## src/rtl/bitrev_reorder_ctrl.sv

```systemverilog
// bitrev_reorder_ctrl: buffers frames of N = 2**ADDR_W samples in natural order and
// replays each frame in bit-reversed address order.
// Optional build macro BITREV_PINGPONG_EN adds a second bank so that one frame can
// fill while the previous one drains; without it a single bank alternates FILL/DRAIN.
module bitrev_reorder_ctrl #(
  parameter int unsigned ADDR_W = 3,
  parameter int unsigned DATA_W = 8
) (
  input  logic              clk,
  input  logic              rst_n,
  input  logic              in_valid,
  output logic              in_ready,
  input  logic [DATA_W-1:0] in_data,
  input  logic              in_last,
  output logic              out_valid,
  input  logic              out_ready,
  output logic [DATA_W-1:0] out_data,
  output logic              out_last,
  output logic              frame_err
);

  localparam int unsigned N = 2 ** ADDR_W;
`ifdef BITREV_PINGPONG_EN
  localparam int unsigned NumBanks = 2;
  localparam int unsigned MemAw    = ADDR_W + 1;
`else
  localparam int unsigned NumBanks = 1;
  localparam int unsigned MemAw    = ADDR_W;
`endif
  localparam logic [ADDR_W-1:0] LastAddr = {ADDR_W{1'b1}};

  typedef enum logic {StFill, StDrain} state_e;

  // Two state slots exist in both builds; the single-bank build pins both pointers
  // to slot 0, so slot 1 never leaves StFill.
  state_e st_q [2];
  state_e st_d [2];

  logic [ADDR_W-1:0] wr_cnt_q, wr_cnt_d;
  logic [ADDR_W-1:0] rd_cnt_q, rd_cnt_d;
  logic              wr_bank_q, wr_bank_d;
  logic              rd_bank_q, rd_bank_d;
  logic              frame_err_q, frame_err_d;

  logic [DATA_W-1:0] mem_q [NumBanks*N];
  logic [MemAw-1:0]  wr_addr, rd_addr;

  logic in_fire, out_fire, fill_done, drain_done;

  function automatic logic [ADDR_W-1:0] bitrev(input logic [ADDR_W-1:0] a);
    logic [ADDR_W-1:0] r;
    for (int unsigned i = 0; i < ADDR_W; i++) begin
      r[i] = a[ADDR_W-1-i];
    end
    return r;
  endfunction

`ifdef BITREV_PINGPONG_EN
  assign wr_addr = {wr_bank_q, wr_cnt_q};
  assign rd_addr = {rd_bank_q, bitrev(rd_cnt_q)};
`else
  assign wr_addr = wr_cnt_q;
  assign rd_addr = bitrev(rd_cnt_q);
`endif

  // Handshake outputs; both are held low while reset is asserted.
  always_comb begin
    in_ready  = rst_n & (st_q[wr_bank_q] == StFill);
    out_valid = rst_n & (st_q[rd_bank_q] == StDrain);
    out_last  = out_valid & (rd_cnt_q == LastAddr);
    out_data  = mem_q[rd_addr];
    frame_err = frame_err_q;
  end

  // Next-state: counters, per-bank FILL/DRAIN, bank pointers and the sticky error flag.
  always_comb begin
    in_fire    = in_valid & in_ready;
    out_fire   = out_valid & out_ready;
    fill_done  = in_fire & (wr_cnt_q == LastAddr);
    drain_done = out_fire & (rd_cnt_q == LastAddr);

    st_d        = st_q;
    wr_cnt_d    = wr_cnt_q;
    rd_cnt_d    = rd_cnt_q;
    frame_err_d = frame_err_q;

    if (in_fire) begin
      wr_cnt_d = wr_cnt_q + ADDR_W'(1);
      // in_last is only checked against the counter; it never ends a frame.
      if (in_last != (wr_cnt_q == LastAddr)) begin
        frame_err_d = 1'b1;
      end
    end
    if (out_fire) begin
      rd_cnt_d = rd_cnt_q + ADDR_W'(1);
    end
    // Fill and drain always act on different banks, so both may land in one cycle.
    if (fill_done) begin
      st_d[wr_bank_q] = StDrain;
    end
    if (drain_done) begin
      st_d[rd_bank_q] = StFill;
    end

`ifdef BITREV_PINGPONG_EN
    wr_bank_d = wr_bank_q ^ fill_done;
    rd_bank_d = rd_bank_q ^ drain_done;
`else
    wr_bank_d = 1'b0;
    rd_bank_d = 1'b0;
`endif
  end

  // Control state register with synchronous active-low reset.
  always_ff @(posedge clk) begin
    if (!rst_n) begin
      st_q[0]     <= StFill;
      st_q[1]     <= StFill;
      wr_cnt_q    <= '0;
      rd_cnt_q    <= '0;
      wr_bank_q   <= 1'b0;
      rd_bank_q   <= 1'b0;
      frame_err_q <= 1'b0;
    end else begin
      st_q        <= st_d;
      wr_cnt_q    <= wr_cnt_d;
      rd_cnt_q    <= rd_cnt_d;
      wr_bank_q   <= wr_bank_d;
      rd_bank_q   <= rd_bank_d;
      frame_err_q <= frame_err_d;
    end
  end

  // Sample storage; not reset, every entry is rewritten before it is read.
  always_ff @(posedge clk) begin
    if (in_fire) begin
      mem_q[wr_addr] <= in_data;
    end
  end

endmodule

```

## config.mk

```make
export PLATFORM = sky130hd
export DESIGN_NAME = bitrev_reorder_ctrl
export DESIGN_NICKNAME = d
export VERILOG_FILES = /design/src/rtl/bitrev_reorder_ctrl.sv
export SDC_FILE = /design/constraint.sdc
export NUM_CORES = 1
export LEC_CHECK = 0
export BUFFER_PORTS_ARGS = -buffer_cell sky130_fd_sc_hd__buf_2
export CORE_MARGIN = 1
export CORE_UTILIZATION = 55
export CTS_BUF_LIST = sky130_fd_sc_hd__clkbuf_8
export CTS_CLUSTER_DIAMETER = 150
export DETAILED_ROUTE_END_ITERATION = 10
export HOLD_SLACK_MARGIN = 0.03
export PLACE_DENSITY = 0.74
export SKIP_CTS_REPAIR_TIMING = 1
export SLEW_MARGIN = 20
export SYNTH_ARGS = -nofsm -noshare
export SYNTH_HDL_FRONTEND = slang
export SYNTH_SLANG_ARGS = --single-unit
```

## constraint.sdc

```tcl
create_clock -name clk -period 4.8 [get_ports clk]
set_input_delay 0.48 -clock clk [delete_from_list [all_inputs] [get_ports clk]]
set_output_delay 0.48 -clock clk [all_outputs]
set_load 0.1 [all_outputs]
```

* Yosys cells after proc, flatten, opt, wreduce, memory -nomap -nowiden *
Memory sizes are Yosys's and may differ from the RTL's. A register that Yosys moved wholly into a read port is not among the register bits.
Index checks and enable logic that the tools add are counted.

storage, ports and cells
  bits in registers = 9
  RAM bits = 64
  bits of input ports = 13
  memories kept = 1

memories
  name   words  bits a word  read ports  clocked after Yosys merged registers in  wr ports  line  text
  mem_q  8      8            1           1                                        1         45    logic [DATA_W-1:0] mem_q [NumBanks*N];

cells by class
  add/sub/neg operators = 2
  equal/unequal tests = 3
  muxes and demuxes = 6
  bitwise operators = 8
  reduce and logical (&&, ||, !) cells = 2

operator list
  operator             number
  $and 1x1->1          7
  $add 3x1->3 const B  2
  $eq 3x3->1 const B   2
  $mux 3               2
  $mux 2               2
  $mux 1               2
  $reduce_and 2->1     1
  $reduce_bool 2->1    1
  $ne 1x1->1           1
  $not 1->1            1

* Longest topological paths before layout *
Gate-level depths: netlist of the first run.

  word-level depth = 6
  gate-level depth with buffers = 5

* Worst setup path after synthesis of the first run *
No wires, ideal clock.

  path type = input to output
  from = input port rst_n
  to = output port in_ready
  arrival time = 1.954 ns
  slack = 2.366 ns
  stages on the path = 2
  path buffers = 0
  cells stage by stage = clkinv_1 > nor2_1

between the ends
  word-level cells in the longest chain between the ends = 1

RTL lines
  what                line  text
  start: declaration  10    input logic rst_n,
  $and 1x1->1         68    in_ready = rst_n & (st_q[wr_bank_q] == StFill);
  end: declaration    12    output logic in_ready,

No other way between the ends.

==> out/results.ini, run 1 <==
[clock_tree]
clk_pin_slew_ps = 70
tritoncts = built
clk_path_buf_depth = 2
cts-root-buf = clkbuf_8
clock_sinks = 75
clock_latency_ps = 320
h-tree-depth = 3
cts_buffers = 9

[synthesis]
yosys_warnings = 0
synth_compound_area_share_pct = 0.9733
ys_types = 26
synth_top_area_share_pct = 65.00
ys_ff_latch = 75
ys_seq_area_share_pct = 72.45
netlist_top_cells_count = edfxtp_1 (64), mux4_1 (15), nor2_1 (13), dfxtp_1 (11), mux2_2 (8)
synth_edf_count = 64
synth_top_cell_by_area = edfxtp_1
syn_inst = 149
synth_xor_area_share_pct = 0.8887
synth_ff_type = edfxtp_1
yosys-top-cells-area = edfxtp_1 (65%), mux4_1 (13%), dfxtp_1 (7.4%)
synthMostInstantiatedCell = edfxtp_1
synth_fp_nets = 166
synth_area_sq_mm = 0.002957
avgSynthCellArea_sq_um = 19.84
yosys.area_share.simple_pct = 4.317
synth-adder-area-share_pct = 1.693
synth_top_family_by_area = multiplexers
synth_mux_area_share_pct = 17.82
async_flop_share_pct = 0

[cells_and_area]
drive_gt1_share_pct = 27.17
layout.nets = 196
fin_util_pct = 65.55
diodes = 0
areaGrowthSynthToFinish_pct = 13.97

[grt]
grt_pass1_wl_mm = 6.837
grt_overflow = 0
grtUsageTotal_pct = 18.30
antenna_found_initial = 0
grt_pass1_vias = 1358
grt_max_degree = 17

[power_and_ir_drop]
leakage_uw = 0.001174
power.density_mw_per_mm2 = 402.1
max-vdd-ir-drop_v = 0.0002932

[placed_design]
hpwl_mm = 2.938
routabilityCongestion = 0.7578
io_buffers = 24

[critical_path]
path_class = reg2out
crit_arrival_ps = 2460
worstSetupStartpointType = flop
critPathMaxFanout = 16
critPathMaxStageDelay_ps = 890
required_ps = 4320
cp_slowest_cell = dfxtp_1
end_kind = output pin
crit_chain = mux4_1 > mux2_2 > buf_2
r2r_cells = 3

[detailed_routing]
drc = 0
drt-pass1-iter-count = 5
drtIter0Drc = 99
post_drt_via_cell_ratio = 5.555
wl_mm = 4.644
post_drt_wl_per_cell_microns = 18.28
ant_nets = 0
via_count = 1411

[run]
drv_cap = 0

[timing]
period_minus_slack_ps = 2943
period_share_pct = 61.32
rsz0062_at_grt = no
whs_ps = 412.9
hold_viol_final = 0
setup-tns-final_ps = 0
worstMarginPinSlew_ps = 981.2
max_clock_freq_mhz = 339.7
clock_skew_ps = 4.537
relSlewSlack_pct = 34.34
setup_viol = 0
slew_violations = 0

[min_path]
hp-class = in2reg
holdPathStages = 1

[outcome]
status = completed

[die]
row_count = 26
die_x_microns = 75.32
initial_core_util_pct = 57.52
die_h_microns = 75.32
core-area_sq_mm = 0.005140
dieArea_sq_mm = 0.005673
io_pins = 25

-- cell families (layout without fill, tap and decap cells) --
| kind of cell | after synthesis | in the layout |
|---|---|---|
| buffers and inverters | 8 | 43 |
| DFF | 75 | 75 |
| AOI/OAI and AO/OA | 5 | 5 |
| and+or+nand+nor | 28 | 28 |
| xor gates and xnor gates | 3 | 3 |
| muxes | 26 | 26 |
| adders and majority gates | 4 | 4 |
-- layout by cell type (no fill, tap or decap), drive strengths merged --
| cell | instances |
|---|---|
| inv | 1 |
| nor2b | 1 |
| mux4 | 16 |
| mux2 | 8 |
| nand3 | 3 |
| nor3 | 2 |
| and2 | 1 |
| clkinv | 3 |
| xnor2 | 1 |
| xor2 | 2 |
| bufinv | 3 |
| a21oi | 4 |
| mux2i | 2 |
| buf | 26 |
| nor2 | 13 |
| edfxtp | 64 |
| nand2 | 4 |
| and3 | 1 |
| dfxtp | 11 |
| nand2b | 2 |
| a311oi | 1 |
| ha | 4 |
| nand3b | 1 |
| clkbuf | 10 |
-- state kept, by name, summed over array words and instances, names as in the netlist, named ones only --
| name | cells |
|---|---|
| st_q | 1 |
| wr_addr | 3 |
| rd_cnt_q | 3 |
| mem_q | 64 |
| frame_err | 1 |
-- worst paths after layout --
path                                  from                        to  slack [ps]
setup reg to reg      st_q[1]$_SDFFE_PP0P_     mem_q[6][2]$_DFFE_PP_        2590
hold / removal                  in_data[6]     mem_q[0][6]$_DFFE_PP_         410
hold reg to reg   rd_cnt_q[2]$_SDFFE_PN0P_  rd_cnt_q[2]$_SDFFE_PN0P_         510
setup / recovery                      flop               out_data[3]        1860
-- critical path: cells and delay by family, from the launching register on --
kind	cells	cell delay (ps)
buffers and inverters	1	300
flip-flops	1	890
multiplexers	2	960
-- per-layer routing --
layer	wire (microns)	vias to the layer above	track usage [%]
met5	0	-	0
met4	40	0	7.407
met3	132	4	5.159
met2	2409	38	31.15
met1	2062	706	22.32
li1	-	663	-
-- layout make-up --
class	count	area, sq um
Clock inverter	6	103.9
Multi-Input combinational cell	66	759.5
Timing Repair Buffer	26	135.1
Tap cell	70	87.58
Inverter	1	3.754
Sequential cell	75	2142
Fill cell	365	1770
Clock buffer	10	137.6
-- metrics by stage --
stage          cells  area [sq um]  total power, uW  setup slack, ps
5_1_grt          254          3369             1395             1772
3_3_place_gp     238          3128            802.8             2234
3_5_place_dp     238          3128            805.9             2186
4_1_cts          254          3369             1363             1811
2_1_floorplan    149          2957            784.3             2366
6_report         254          3369             1355             1857
-- power breakdown --
part           internal [uW]  switching, uW  leakage [uW]  total (uW)
combinational           17.8           52.9      0.000379        70.7
sequential               716           4.47      0.000667         721
clock                    356            207      0.000127         563
Power figures use the tool's default switching activity.
==> inputs of run 2 (changes only) <==
Clock period 4.8 ns to 2.8 ns, I/O delays scaled along.
==> out/results.ini, run 2 (synthesis results as in run 1) <==
[min_path]
hp-class = in2reg

[detailed_routing]
post_drt_via_cell_ratio = 5.513
post_drt_wl_per_cell_microns = 18.34
drc = 0
drt-pass1-iter-count = 6
wl_mm = 4.824
via_count = 1450
drtIter0Drc = 81
ant_nets = 0

[placed_design]
place_inst = 247
place_area_sq_mm = 0.003208
io_buffers = 24
pre_cts_ws_ps = 626.8
hpwl_mm = 3.183
routabilityCongestion = 0.7423

[timing]
setup-tns-final_ps = 0
hold_viol_final = 0
max_clock_freq_mhz = 396.8
finalWorstSetupSlack_ps = 280.0
setup_viol = 0
period_share_pct = 90.00
period_minus_slack_ps = 2520
slew_violations = 0
clock_skew_ps = 3.604
rsz0062_at_grt = no
worstMarginPinSlew_ps = 653.2
relSlewSlack_pct = 56.39

[cells_and_area]
areaGrowthSynthToFinish_pct = 14.18
final_cell_count_no_fill = 263
final_area_sq_mm = 0.003376
largest_reg_flops = 64
diodes = 0
fillers = 371
layout_common_cells = edfxtp_1 (64), buf_2 (24), mux4_1 (15)
ff_latch_area_sq_mm = 0.002142
layout.nets = 205
multi_input_area_sq_um = 759.5
top_register = mem_q
layout_commonest_cell = edfxtp_1
drive_gt1_share_pct = 30.05

[die]
core-area_sq_mm = 0.005140
die_h_microns = 75.32
initial_core_util_pct = 57.52
dieArea_sq_mm = 0.005673
row_count = 26
die_x_microns = 75.32
io_pins = 25

[grt]
grt_max_degree = 17
grtUsageTotal_pct = 19.64
antenna_found_initial = 0
grt_pass1_vias = 1437
grt_pass1_wl_mm = 7.251
grt_overflow = 0

[critical_path]
path_class = reg2out
worstSetupStartpointType = flop
end_kind = output pin
crit_arrival_ps = 2240
critPathMaxFanout = 10
required_ps = 2520
rrSetupSlack_ps = 790

[run]
drv_cap = 0

[clock_tree]
clock_latency_ps = 350
cts-root-buf = clkbuf_8
cts_buffers = 9
clk_pin_slew_ps = 70
h-tree-depth = 3
clock_sinks = 75
clk_path_buf_depth = 2
tritoncts = built

[power_and_ir_drop]
power.density_mw_per_mm2 = 611.3
max-vdd-ir-drop_v = 0.0004567
total_power_uw = 2064
leakage_uw = 0.001175

[outcome]
status = completed

-- run 2: changes by cell type in the layout (fill, tap and decap cells not counted), sizes merged --
cell      delta
clkinv       +1
clkbuf       -1
clkinvlp     +3
buf          +9
bufinv       -3
-- run 2: report_power, final --
group | total [uW] | internal (uW) | switching (uW) | leakage (uW)
Combinational | 124 | 33.0 | 90.8 | 0.000431
Sequential | 1240 | 1230 | 7.75 | 0.000667
Clock | 705 | 316 | 389 | 0.0000767
Total | 2060 | 1580 | 487 | 0.00117
-- run 2: metrics by stage --
step	hold WS, ps	util, %
final	187.1	65.68
after global routing	180.7	65.68
after CTS	179.7	65.68
after detailed placement	480.2	62.41
after global placement	450.3	62.41
after floorplan	378.9	-
-- run 2: worst paths after layout --
path,from,to,cells past startpoint
min reg2reg,frame_err$_SDFFE_PN0P_,frame_err$_SDFFE_PN0P_,2
min,out_ready,st_q[1]$_SDFFE_PP0P_,2
max reg2reg,st_q[1]$_SDFFE_PP0P_,mem_q[3][4]$_DFFE_PP_,4
max,flop,out_data[1],4
-- run 2: per-layer routing --
| metal | vias to the layer above | GRT usage, % | part of all wire [%] |
|---|---|---|---|
| li1 | 681 | - | - |
| met2 | 29 | 31.55 | 50 |
| met3 | 10 | 7.143 | 3.3 |
| met5 | - | 0 | 0 |
| met1 | 730 | 24.06 | 45 |
| met4 | 0 | 9.053 | 2.1 |
-- run 2: final cells by class --
cell class / instances / share of cell area, %
repair buffers: 35 / 6.375
inverters: 1 / 0.1112
clock inverters: 7 / 1.297
well taps: 70 / 2.595
clock buffers: 9 / 3.669
multi-input cells: 66 / 22.50
flip-flops and latches: 75 / 63.45
-- run 2: worst max-delay path, stage by stage, from the launching register on --
cell and delay [ps]:
dfxtp_1 580, buf_12 200, mux4_1 550, mux2_2 270, buf_2 290
==> inputs of run 3 (changes only) <==
Settings changed: CELL_PAD_IN_SITES_DETAIL_PLACEMENT set to 1, CELL_PAD_IN_SITES_GLOBAL_PLACEMENT set to 2, CORE_UTILIZATION 55 to 47, PLACE_DENSITY 0.74 to not set, PLACE_DENSITY_LB_ADDON set to 0.1.
==> out/results.ini, run 3 (synthesis results as in run 1) <==
[min_path]
holdPathStages = 2
hp-class = in2reg

[critical_path]
cp_slowest_cell = mux4_1
crit_arrival_ps = 2110
critPathMaxStageDelay_ps = 610
r2r_end = mem_q[1][5]$_DFFE_PP_
reg2reg_from = st_q[1]$_SDFFE_PP0P_
required_ps = 2520
path_buf_inv = 2
crit_chain = buf_4 > mux4_1 > mux2_2 > buf_2
crit_end = out_data[4]
path_class = reg2out
worstSetupStartpointType = flop
cp_top_family = multiplexers
critPathMaxFanout = 16
rrSetupSlack_ps = 920
r2r_cells = 4
cp_num_cells = 4
end_kind = output pin

[grt]
antenna_found_initial = 0
grt_overflow = 0
grtUsageTotal_pct = 18.55
grt_max_degree = 17
grt_pass1_wl_mm = 8.273
grt_pass1_vias = 1554

[die]
die_h_microns = 81.32
core-area_sq_mm = 0.005991
dieArea_sq_mm = 0.006612
initial_core_util_pct = 49.35
io_pins = 25
row_count = 28
die_x_microns = 81.32

[detailed_routing]
ant_nets = 0
via_count = 1468
post_drt_via_cell_ratio = 5.519
drt-pass1-iter-count = 4
post_drt_wl_per_cell_microns = 20.69
drtIter0Drc = 64
wl_mm = 5.503
drc = 0

[clock_tree]
clk_pin_slew_ps = 70
cts-root-buf = clkbuf_8
h-tree-depth = 3
clk_path_buf_depth = 2
clock_latency_ps = 330
tritoncts = built
clock_sinks = 75
cts_buffers = 9

[timing]
setup-tns-final_ps = 0
period_minus_slack_ps = 2388
rsz0062_at_grt = no
slew_violations = 0
clock_skew_ps = 12.45
max_clock_freq_mhz = 418.7
hold_viol_final = 0
period_share_pct = 85.30
worstMarginPinSlew_ps = 701.5
relSlewSlack_pct = 53.17
setup_viol = 0

[placed_design]
routabilityCongestion = 0.6405
place_inst = 250
hpwl_mm = 3.696
io_buffers = 24

[power_and_ir_drop]
max-vdd-ir-drop_v = 0.0002470
power.density_mw_per_mm2 = 612.4
p_seq_share_pct = 60.1
comb_power_share_pct = 6.1
p_switching_uw = 479.3
p_clk_share_pct = 33.8
sw_frac_of_total_pct = 23.32
leakage_uw = 0.001171
p_int_uw = 1577

[cells_and_area]
largest_reg_flops = 64
layout_commonest_cell = edfxtp_1
layout.nets = 203
diodes = 0
areaGrowthSynthToFinish_pct = 13.54
drive_gt1_share_pct = 29.84
final_cell_count_no_fill = 266
layout_common_cells = edfxtp_1 (64), buf_2 (24), mux4_1 (15)
top_register = mem_q

[run]
drv_cap = 0

[outcome]
status = completed

## run 3: cell count changes in the layout (fill, tap and decap cells not counted), sizes merged
cell      change
clkinvlp      -1
buf           -2
clkinv        +1
## run 3: area by class of cell
cell class	instances	area, sq um
clock inverter	7	46.29
sequential	75	2142
inverter	1	3.754
timing repair buffer	33	187.7
tap	75	93.84
fill	546	2634
multi-input combinational	66	759.5
clock buffer	9	123.9
## run 3: through the flow
| step | area, sq um | setup slack (ps) | utilization (%) | hold WS [ps] | power [uW] |
|---|---|---|---|---|---|
| final | 3357 | 411.6 | 56.04 | 195.8 | 2056 |
| after detailed placement | 3187 | 755.8 | 53.20 | 462.7 | 1386 |
| after CTS | 3357 | 370.0 | 56.04 | 176.6 | 2077 |
| after global routing | 3357 | 310.1 | 56.04 | 195.4 | 2120 |
| after floorplan | 2957 | 766.3 | - | 378.9 | 1344 |
| after global placement | 3187 | 816.7 | 53.20 | 448.8 | 1378 |
## run 3: power by group through the flow
stage / Clock [uW] / Sequential [uW] / Combinational [uW]
2_1_floorplan: 0 / 1270 / 78.8
3_3_place_gp: 0 / 1260 / 119
3_5_place_dp: 0 / 1260 / 125
4_1_cts: 715 / 1240 / 126
5_1_grt: 750 / 1240 / 133
6_report: 696 / 1240 / 124
## run 3: how the worst min path moves through the flow
stage	endpoint	start	slack [ps]
3_5_place_dp	frame_err$_SDFFE_PN0P_	frame_err$_SDFFE_PN0P_	460
5_1_grt	st_q[1]$_SDFFE_PP0P_	out_ready	200
6_report	st_q[1]$_SDFFE_PP0P_	out_ready	200
2_1_floorplan	mem_q[0][0]$_DFFE_PP_	in_data[0]	380
4_1_cts	st_q[1]$_SDFFE_PP0P_	out_ready	180
3_3_place_gp	frame_err$_SDFFE_PN0P_	frame_err$_SDFFE_PN0P_	450
## run 3: layer usage
metal  global-route usage, %  share of wire, %  vias up
li1                        -                 -      674
met1                   22.33                43      746
met2                   30.67                52       36
met3                   4.831               3.8       12
met4                   9.464               1.8        0
met5                       0                 0        -
